===== src/rtl/cpu_run_ctrl_pkg.sv =====
// ---------------------------------------------------------------------------
// cpu_run_ctrl_pkg
// Shared types and constants for the CPU run/step/scan controller.
//   run_state_e : controller FSM states (HALT, RUN, STEP, SCAN)
//   IO_*        : CPU I/O bus address map decoded by the controller
// ---------------------------------------------------------------------------
package cpu_run_ctrl_pkg;

    typedef enum logic [1:0] {
        HALT = 2'd0,
        RUN  = 2'd1,
        STEP = 2'd2,
        SCAN = 2'd3
    } run_state_e;

    localparam logic [7:0] IO_LED  = 8'h00;
    localparam logic [7:0] IO_SEG  = 8'h08;
    localparam logic [7:0] IO_STAT = 8'h0C;
    localparam logic [7:0] IO_IN   = 8'h10;

    // True when the I/O bus address selects the given register
    function automatic logic io_sel(input logic [7:0] addr, input logic [7:0] target);
        return addr == target;
    endfunction

endpackage


===== src/rtl/cpu_run_ctrl_if.sv =====
// ---------------------------------------------------------------------------
// cpu_run_ctrl_if
// Bundle of every signal running between the run controller and the CPU.
//   cpu_en     : controller -> CPU, clock enable for PC/RF/MEM
//   io_addr    : CPU -> controller, I/O bus address
//   io_dout    : CPU -> controller, I/O write data
//   io_we      : CPU -> controller, I/O write strobe
//   io_din     : controller -> CPU, I/O read data (combinational)
//   m_rf_addr  : controller -> CPU, debug read address
//   rf_data    : CPU -> controller, register file debug word
//   m_data     : CPU -> controller, memory debug word
//   pc         : CPU -> controller, current program counter
// Modports: master = controller side, slave = CPU side.
// ---------------------------------------------------------------------------
interface cpu_run_ctrl_if #(
    parameter int SCAN_W = 8
);
    logic              cpu_en;
    logic [7:0]        io_addr;
    logic [31:0]       io_dout;
    logic              io_we;
    logic [31:0]       io_din;
    logic [SCAN_W-1:0] m_rf_addr;
    logic [31:0]       rf_data;
    logic [31:0]       m_data;
    logic [31:0]       pc;

    modport master (
        output cpu_en,
        output io_din,
        output m_rf_addr,
        input  io_addr,
        input  io_dout,
        input  io_we,
        input  rf_data,
        input  m_data,
        input  pc
    );

    modport slave (
        input  cpu_en,
        input  io_din,
        input  m_rf_addr,
        output io_addr,
        output io_dout,
        output io_we,
        output rf_data,
        output m_data,
        output pc
    );
endinterface


===== src/rtl/cpu_run_ctrl_io_mbox.sv =====
// ---------------------------------------------------------------------------
// cpu_io_mbox
// Switch-input mailbox plus the controller's I/O read mux.
//   clk, rst  : system clock, synchronous active-high reset
//   in_vld    : pulse, latch sw_data and mark the mailbox full
//   sw_data   : board switch data (IN_W bits, zero-extended on read)
//   io_addr   : CPU I/O bus address
//   rd_en     : a CPU read is really executing this cycle (cpu_en && !io_we)
//   rd_data   : combinational read data for io_din
// ---------------------------------------------------------------------------
module cpu_io_mbox
    import cpu_run_ctrl_pkg::*;
#(
    parameter int IN_W = 32
) (
    input  logic            clk,
    input  logic            rst,
    input  logic            in_vld,
    input  logic [IN_W-1:0] sw_data,
    input  logic [7:0]      io_addr,
    input  logic            rd_en,
    output logic [31:0]     rd_data
);

    logic            mbox_full_q, mbox_full_d;
    logic [IN_W-1:0] mbox_data_q, mbox_data_d;
    logic            rd_clr;

    assign rd_clr = rd_en && io_sel(io_addr, IO_IN);

    // Mailbox update: a consuming read empties it, but a fresh in_vld in the
    // same cycle is applied last so the new value survives and stays full.
    always_comb begin
        mbox_full_d = mbox_full_q;
        mbox_data_d = mbox_data_q;
        if (rd_clr) begin
            mbox_full_d = 1'b0;
        end
        if (in_vld) begin
            mbox_full_d = 1'b1;
            mbox_data_d = sw_data;
        end
    end

    // Read mux; reads while the CPU is frozen are side-effect free.
    always_comb begin
        rd_data = 32'h0;
        if (io_sel(io_addr, IO_STAT)) begin
            rd_data = {31'b0, mbox_full_q};
        end else if (io_sel(io_addr, IO_IN)) begin
            rd_data = 32'(mbox_data_q);
        end
    end

    always_ff @(posedge clk) begin
        if (rst) begin
            mbox_full_q <= 1'b0;
            mbox_data_q <= '0;
        end else begin
            mbox_full_q <= mbox_full_d;
            mbox_data_q <= mbox_data_d;
        end
    end

endmodule


===== src/rtl/cpu_run_ctrl.sv =====
// ---------------------------------------------------------------------------
// cpu_run_ctrl
// Run/step/scan controller for the single-cycle CPU. Gates execution with
// cpu_en, decodes the CPU I/O bus into LED/SEG registers and the switch
// mailbox, and while halted scans RF or MEM words to the debug display path.
// Optional feature macro: BREAKPOINT_EN (adds bp_addr, bp_en, bp_hit).
// Ports:
//   clk, rst             : system clock, synchronous active-high reset
//   run                  : level, 1 = free-run, 0 = halt
//   step                 : pulse, execute one instruction from HALT
//   in_vld, sw_data      : switch mailbox write
//   scan_req, scan_mem   : start a debug scan (MEM when scan_mem=1, else RF)
//   scan_base, scan_len  : first scan address, word count (0 = 2^SCAN_W)
//   bp_addr, bp_en       : breakpoint PC and enable (BREAKPOINT_EN only)
//   bp_hit               : halted on breakpoint (BREAKPOINT_EN only)
//   cpu                  : CPU-side bus (cpu_run_ctrl_if master modport)
//   led, seg             : board output registers
//   dbg_data, dbg_vld    : registered scan word and its strobe
//   busy                 : 1 while in STEP or SCAN
// ---------------------------------------------------------------------------
module cpu_run_ctrl
    import cpu_run_ctrl_pkg::*;
#(
    parameter int SCAN_W = 8,
    parameter int LED_W  = 8,
    parameter int IN_W   = 32
) (
    input  logic              clk,
    input  logic              rst,
    input  logic              run,
    input  logic              step,
    input  logic              in_vld,
    input  logic [IN_W-1:0]   sw_data,
    input  logic              scan_req,
    input  logic              scan_mem,
    input  logic [SCAN_W-1:0] scan_base,
    input  logic [SCAN_W-1:0] scan_len,
`ifdef BREAKPOINT_EN
    input  logic [31:0]       bp_addr,
    input  logic              bp_en,
    output logic              bp_hit,
`endif
    cpu_run_ctrl_if.master    cpu,
    output logic [LED_W-1:0]  led,
    output logic [31:0]       seg,
    output logic [31:0]       dbg_data,
    output logic              dbg_vld,
    output logic              busy
);

    run_state_e        state_q, state_d;
    logic [SCAN_W-1:0] addr_q, addr_d;
    logic [SCAN_W-1:0] rem_q, rem_d;
    logic              sel_q, sel_d;
    logic [LED_W-1:0]  led_q, led_d;
    logic [31:0]       seg_q, seg_d;
    logic [31:0]       dbg_data_q, dbg_data_d;
    logic              dbg_vld_q, dbg_vld_d;
    logic              cpu_en;
    logic              bp_match;
    logic              wr_en;
    logic [31:0]       io_din;

`ifdef BREAKPOINT_EN
    logic bp_hit_q, bp_hit_d;

    assign bp_match = bp_en && (cpu.pc == bp_addr);
    assign bp_hit   = bp_hit_q;
`else
    assign bp_match = 1'b0;
`endif

    // Next-state logic. From HALT the priority is run > step > scan_req;
    // every request is ignored outside HALT, so a step during RUN or a
    // scan_req during SCAN never disturbs the current activity.
    always_comb begin
        state_d = state_q;
        case (state_q)
            HALT: begin
                if (run) begin
                    state_d = RUN;
                end else if (step) begin
                    state_d = STEP;
                end else if (scan_req) begin
                    state_d = SCAN;
                end
            end
            RUN: begin
                if (!run || bp_match) begin
                    state_d = HALT;
                end
            end
            STEP: begin
                state_d = HALT;
            end
            SCAN: begin
                if (rem_q == '0) begin
                    state_d = HALT;
                end
            end
            default: begin
                state_d = HALT;
            end
        endcase
    end

    // State-decoded outputs. A breakpoint match suppresses the enable in the
    // very cycle it is detected so the instruction at bp_addr is not run;
    // STEP ignores the comparator, which lets a step leave a breakpoint.
    always_comb begin
        cpu_en = 1'b0;
        busy   = 1'b0;
        case (state_q)
            RUN:     cpu_en = !bp_match;
            STEP: begin
                cpu_en = 1'b1;
                busy   = 1'b1;
            end
            SCAN:    busy   = 1'b1;
            default: cpu_en = 1'b0;
        endcase
    end

    // Scan datapath. rem holds the words still to go after the current one,
    // so loading len-1 makes len=0 naturally scan all 2^SCAN_W words. The
    // address stops on the last word so m_rf_addr holds it after the scan.
    always_comb begin
        addr_d     = addr_q;
        rem_d      = rem_q;
        sel_d      = sel_q;
        dbg_data_d = dbg_data_q;
        dbg_vld_d  = 1'b0;
        if (state_q == HALT && state_d == SCAN) begin
            addr_d = scan_base;
            rem_d  = scan_len - SCAN_W'(1);
            sel_d  = scan_mem;
        end
        if (state_q == SCAN) begin
            dbg_data_d = sel_q ? cpu.m_data : cpu.rf_data;
            dbg_vld_d  = 1'b1;
            if (rem_q != '0) begin
                addr_d = addr_q + SCAN_W'(1);
                rem_d  = rem_q - SCAN_W'(1);
            end
        end
    end

    // LED/SEG output registers; a write only counts when the CPU is enabled.
    assign wr_en = cpu.io_we && cpu_en;

    always_comb begin
        led_d = led_q;
        seg_d = seg_q;
        if (wr_en && io_sel(cpu.io_addr, IO_LED)) begin
            led_d = cpu.io_dout[LED_W-1:0];
        end
        if (wr_en && io_sel(cpu.io_addr, IO_SEG)) begin
            seg_d = cpu.io_dout;
        end
    end

`ifdef BREAKPOINT_EN
    // bp_hit is set on the halting match and cleared as soon as a run or step
    // leaves HALT again.
    always_comb begin
        bp_hit_d = bp_hit_q;
        if (state_q == HALT && (state_d == RUN || state_d == STEP)) begin
            bp_hit_d = 1'b0;
        end
        if (state_q == RUN && bp_match) begin
            bp_hit_d = 1'b1;
        end
    end
`endif

    // State and datapath registers.
    always_ff @(posedge clk) begin
        if (rst) begin
            state_q    <= HALT;
            addr_q     <= '0;
            rem_q      <= '0;
            sel_q      <= 1'b0;
            led_q      <= '0;
            seg_q      <= '0;
            dbg_data_q <= '0;
            dbg_vld_q  <= 1'b0;
`ifdef BREAKPOINT_EN
            bp_hit_q   <= 1'b0;
`endif
        end else begin
            state_q    <= state_d;
            addr_q     <= addr_d;
            rem_q      <= rem_d;
            sel_q      <= sel_d;
            led_q      <= led_d;
            seg_q      <= seg_d;
            dbg_data_q <= dbg_data_d;
            dbg_vld_q  <= dbg_vld_d;
`ifdef BREAKPOINT_EN
            bp_hit_q   <= bp_hit_d;
`endif
        end
    end

    cpu_io_mbox #(
        .IN_W (IN_W)
    ) u_mbox (
        .clk     (clk),
        .rst     (rst),
        .in_vld  (in_vld),
        .sw_data (sw_data),
        .io_addr (cpu.io_addr),
        .rd_en   (cpu_en && !cpu.io_we),
        .rd_data (io_din)
    );

    assign cpu.cpu_en    = cpu_en;
    assign cpu.io_din    = io_din;
    assign cpu.m_rf_addr = addr_q;
    assign led           = led_q;
    assign seg           = seg_q;
    assign dbg_data      = dbg_data_q;
    assign dbg_vld       = dbg_vld_q;

endmodule


===== src/flat_wrapper.sv =====
// flat-port wrapper written by rule: the top's interface ports become plain ports
module cpu_run_ctrl_flat import cpu_run_ctrl_pkg::*;
#(
    parameter int SCAN_W = 8,
    parameter int LED_W  = 8,
    parameter int IN_W   = 32
)
  (clk, rst, run, step, in_vld, sw_data, scan_req, scan_mem, scan_base, scan_len, led, seg, dbg_data, dbg_vld, busy, cpu_cpu_en, cpu_io_din, cpu_m_rf_addr, cpu_io_addr, cpu_io_dout, cpu_io_we, cpu_rf_data, cpu_m_data, cpu_pc);
  cpu_run_ctrl_if #(.SCAN_W(SCAN_W)) cpu_i ();
  input  logic clk;
  input  logic rst;
  input  logic run;
  input  logic step;
  input  logic in_vld;
  input  logic [IN_W-1:0] sw_data;
  input  logic scan_req;
  input  logic scan_mem;
  input  logic [SCAN_W-1:0] scan_base;
  input  logic [SCAN_W-1:0] scan_len;
  output logic [LED_W-1:0] led;
  output logic [31:0] seg;
  output logic [31:0] dbg_data;
  output logic dbg_vld;
  output logic busy;
  output wire logic [$bits(cpu_i.cpu_en)-1:0] cpu_cpu_en;
  output wire logic [$bits(cpu_i.io_din)-1:0] cpu_io_din;
  output wire logic [$bits(cpu_i.m_rf_addr)-1:0] cpu_m_rf_addr;
  input wire logic [$bits(cpu_i.io_addr)-1:0] cpu_io_addr;
  input wire logic [$bits(cpu_i.io_dout)-1:0] cpu_io_dout;
  input wire logic [$bits(cpu_i.io_we)-1:0] cpu_io_we;
  input wire logic [$bits(cpu_i.rf_data)-1:0] cpu_rf_data;
  input wire logic [$bits(cpu_i.m_data)-1:0] cpu_m_data;
  input wire logic [$bits(cpu_i.pc)-1:0] cpu_pc;
  assign cpu_cpu_en = cpu_i.cpu_en;
  assign cpu_io_din = cpu_i.io_din;
  assign cpu_m_rf_addr = cpu_i.m_rf_addr;
  assign cpu_i.io_addr = cpu_io_addr;
  assign cpu_i.io_dout = cpu_io_dout;
  assign cpu_i.io_we = cpu_io_we;
  assign cpu_i.rf_data = cpu_rf_data;
  assign cpu_i.m_data = cpu_m_data;
  assign cpu_i.pc = cpu_pc;
  cpu_run_ctrl #(.SCAN_W(SCAN_W), .LED_W(LED_W), .IN_W(IN_W)) u_core (.clk(clk), .rst(rst), .run(run), .step(step), .in_vld(in_vld), .sw_data(sw_data), .scan_req(scan_req), .scan_mem(scan_mem), .scan_base(scan_base), .scan_len(scan_len), .cpu(cpu_i), .led(led), .seg(seg), .dbg_data(dbg_data), .dbg_vld(dbg_vld), .busy(busy));
endmodule

===== config.mk =====
export PLATFORM = sky130hd
export DESIGN_NAME = cpu_run_ctrl_flat
export DESIGN_NICKNAME = d
export VERILOG_FILES = /design/src/rtl/cpu_run_ctrl_pkg.sv /design/src/rtl/cpu_run_ctrl_if.sv /design/src/rtl/cpu_run_ctrl_io_mbox.sv /design/src/rtl/cpu_run_ctrl.sv /design/src/flat_wrapper.sv
export SDC_FILE = /design/constraint.sdc
export NUM_CORES = 1
export LEC_CHECK = 0
export CORE_UTILIZATION = 30
export DETAILED_ROUTE_END_ITERATION = 10
export GPL_TIMING_DRIVEN = 1
export HOLD_SLACK_MARGIN = 0.06
export PLACE_DENSITY = 0.67
export SLEW_MARGIN = 20
export SYNTH_ARGS = -nofsm -noshare
export SYNTH_HDL_FRONTEND = slang
export SYNTH_SLANG_ARGS = --single-unit
export TNS_END_PERCENT = 30

===== constraint.sdc =====
create_clock -name clk -period 1.92 [get_ports clk]
set_input_delay 0.192 -clock clk [delete_from_list [all_inputs] [get_ports clk]]
set_output_delay 0.192 -clock clk [all_outputs]
set_load 0.01 [all_outputs]

==> results.sh <==
export IMPL_holdPathStages=3
export IMPL_cts_tree="yes"
export IMPL_synth_edff_count=0
export IMPL_grt_pass1_wl_mm=27.8
export IMPL_htreeDepth=4
export IMPL_first_pass_iters=4
export IMPL_hold_ws_ns=0.221
export IMPL_slowest_delay_ns=0.44
export IMPL_drc_errors=0
export IMPL_power_density_nw_per_um2=713
export IMPL_tightestPinTransition_ns=0.518
export IMPL_finalCriticalPeriod_ns=1.85
export IMPL_netlist_instances=602
export IMPL_io_pins=307
export IMPL_initial_core_util_pct=31.1
export IMPL_cp_arrival_ns=1.66
export IMPL_netlist_area_um2=5650
export IMPL_critical_path_peak_fanout=16
export IMPL_rsz0062_at_grt="yes"
export IMPL_clock_root_buffer="clkbuf_16"
export IMPL_dp_cells=1108
export IMPL_gp_congestion=0.822
export IMPL_instances_no_fill=1143
export IMPL_die_w_um=139
export IMPL_slew_headroom_pct=65.4
export IMPL_ir_worst_vdd_uv=592
export IMPL_synth_seq_cells=125
export IMPL_num_rows=49
export IMPL_critical_path_required_ns=1.73
export IMPL_setup_slack_ns=0.0673
export IMPL_cts_sinks=125
export IMPL_synth_area_leaders="dfxtp_1 44%, mux2i_1 19%, nor2_1 7.4%, a211oi_1 4.8%, and2_1 3.8%"
export IMPL_period_share_pct=96.5
export IMPL_die_area_um2=19400
export IMPL_clkTransAtPathRegs_ns=0.06
export IMPL_crit_path_cell_trace="clkdlybuf4s50_1 -> nor3_2 -> and3_4 -> buf_4 -> buf_12 -> and2_1 -> dlygate4sd2_1"
export IMPL_finalHoldViolations=0
export IMPL_io_buffer_count=274
export IMPL_n_antenna_cell=0
export IMPL_drive_gt1_share_pct=12.4
export IMPL_core_area_um2=18200
export IMPL_min_from="in_vld"
export IMPL_yosysWarningCount=0
export IMPL_antenna_found_initial=0
export IMPL_cap_violations=0
export IMPL_drtAntennaViolNets=0
export IMPL_start_kind="primary input"
export IMPL_grt_pass1_vias=5402
export IMPL_yosysTopAreaCell="dfxtp_1"
export IMPL_synth_async_reset_ratio_pct=0
export IMPL_setup_viol=0
export IMPL_dp_hpwl_mm=12.6
export IMPL_overflow=0
export IMPL_synthDominantCellAreaShare_pct=44.3
export IMPL_final_nets=1101
export IMPL_crit_type="in2out"
export IMPL_grt_max_degree=66
export IMPL_rr_startpoint="u_core.rem_q[0]"
export IMPL_critPathBufInv=4
export IMPL_cp_num_cells=7
export IMPL_p_total_mw=6.73
export IMPL_drv_slew=0
export IMPL_skew_ns=0.00728
export IMPL_clock_path_buffers=2
export IMPL_post_place_ws_ns=-0.390
export IMPL_crit_family="buffers and inverters"
export IMPL_synth_common_cells="125 x dfxtp_1, 112 x nor2_1, 106 x mux2i_1"
export IMPL_fill_cells=1714
export IMPL_end_kind="output port"
export IMPL_clock_latency_ns=0.41
export IMPL_vias_per_cell=4.72
export IMPL_area_growth_pct=66.9
export IMPL_yosysSeqAreaShare_pct=44.3
export IMPL_synth_ff_type="dfxtp_1"
export IMPL_outcome="completed"
export IMPL_synth_avg_cell_area_um2=9.39
export IMPL_numCtsBuffers=17
export IMPL_leakage_nw=3.57
export IMPL_hold_path_class="in2reg"
export IMPL_via_count=5391
export IMPL_dr_first_iter_drc_count=216
export IMPL_track_usage_pct=18.1
export IMPL_crit_start="cpu_io_addr[5]"
export IMPL_wirelength_mm=17.2
export IMPL_detail_route_wl_per_cell_um=15.0
export IMPL_die_y_um=139
export IMPL_ys_types=50
export IMPL_slowest_stage="clkdlybuf4s50_1"
export IMPL_synth_most_common_cell="dfxtp_1"
export IMPL_syn_nets=801
export IMPL_r2r_worst_path_cells=7
export IMPL_fmax_mhz=540
-- cell usage in the layout (no fill, tap or decap), types with 3 or more instances in the layout --
cell type        instances
a211oi_1                36
a21oi_1                  5
a31oi_1                  5
and2_1                  34
buf_12                   6
buf_2                   16
buf_4                   41
clkbuf_16               17
clkdlybuf4s15_1          5
clkdlybuf4s50_1        233
clkinv_4                 3
clkinvlp_4               5
dfxtp_1                123
dlygate4sd2_1           18
ha_1                     6
inv_1                   14
mux2i_1                106
nand2_1                 11
nand3_1                 12
nand4_1                  5
nor2_1                 111
nor2b_1                  3
nor3_1                   7
nor3b_1                  3
o2111ai_1                6
o21ai_0                 14
o311ai_0                 4
o31ai_1                  3
or2_2                    3
or3_1                    4
or4_1                    6
-- stage by stage --
step	area (um2)	setup TNS [ns]	util [%]
global placement	8870	-22.46	48.7
detailed placement	8870	-22.91	48.7
CTS	9480	-0.00136	52.0
global route	9440	-0.0307	51.8
floorplan	5650	0	-
finish	9440	0	51.8
-- worst min-delay path: stages --
cell     delay, ns
buf_2         0.24
inv_1         0.09
a21oi_1       0.06
-- per-layer routing --
layer  vias to the layer above  share of wire, %  GRT usage [%]
li1                       2743                 -              -
met2                       163                48           30.7
met4                         0               1.8           7.13
met5                         -                 0              0
met1                      2461                43           21.1
met3                        24               7.4           5.82
-- worst paths after layout --
path / endpoint / slack [ns]
max: cpu_io_din[26] / 0.07
min reg2reg: u_core.dbg_data[8] / 0.48
min: u_core.u_mbox.mbox_full_q / 0.22
max reg2reg: u_core.rem_q[0] / 0.07
-- final cells by class --
type	instances	area (um2)	area share (%)
Timing Repair Buffer	323	3110	32.9
Clock inverter	12	116	1.23
Sequential cell	125	2500	26.5
Clock buffer	19	443	4.69
Inverter	14	52.6	0.557
Multi-Input combinational cell	421	2920	31.0
Tap cell	229	287	3.04
-- logic make-up after synthesis --
family	after synthesis	share of synthesized area, %
AND/OR/NAND/NOR	215	18.8
buffers and inverters	56	4.80
flip-flops	125	44.3
AO/OA/AOI/OAI	90	11.4
adder cells (fa/ha/maj)	7	1.55
multiplexers	106	18.8
XOR/XNOR	3	0.465
-- registers in the layout, indices dropped and copies added (netlist names) --
signal and cells:
u_core.dbg_data 32, u_core.seg 32, u_core.u_mbox.mbox_data_q 32, u_core.cpu.m_rf_addr 8
u_core.led 8, u_core.rem_q 8, u_core.state_q 2, u_core.dbg_vld 1
u_core.sel_q 1, u_core.u_mbox.mbox_full_q 1
-- report_power, final --
| part | total (mW) | internal (mW) | leakage, nW | switching (mW) |
|---|---|---|---|---|
| combinational | 0.940 | 0.572 | 2.30 | 0.368 |
| clock | 3.04 | 1.82 | 0.258 | 1.22 |
| sequential | 2.75 | 2.69 | 1.02 | 0.0603 |
| total | 6.73 | 5.07 | 3.57 | 1.65 |
-- repair_timing --
action	CTS	global route
resized for setup	81	22
setup endpoints to repair	34	31
hold buffers	1	0
cloned	1	0
hold endpoints to repair	4	0
pin swaps	3	3
setup buffers	2	0
(Power assumes the default switching activity.)
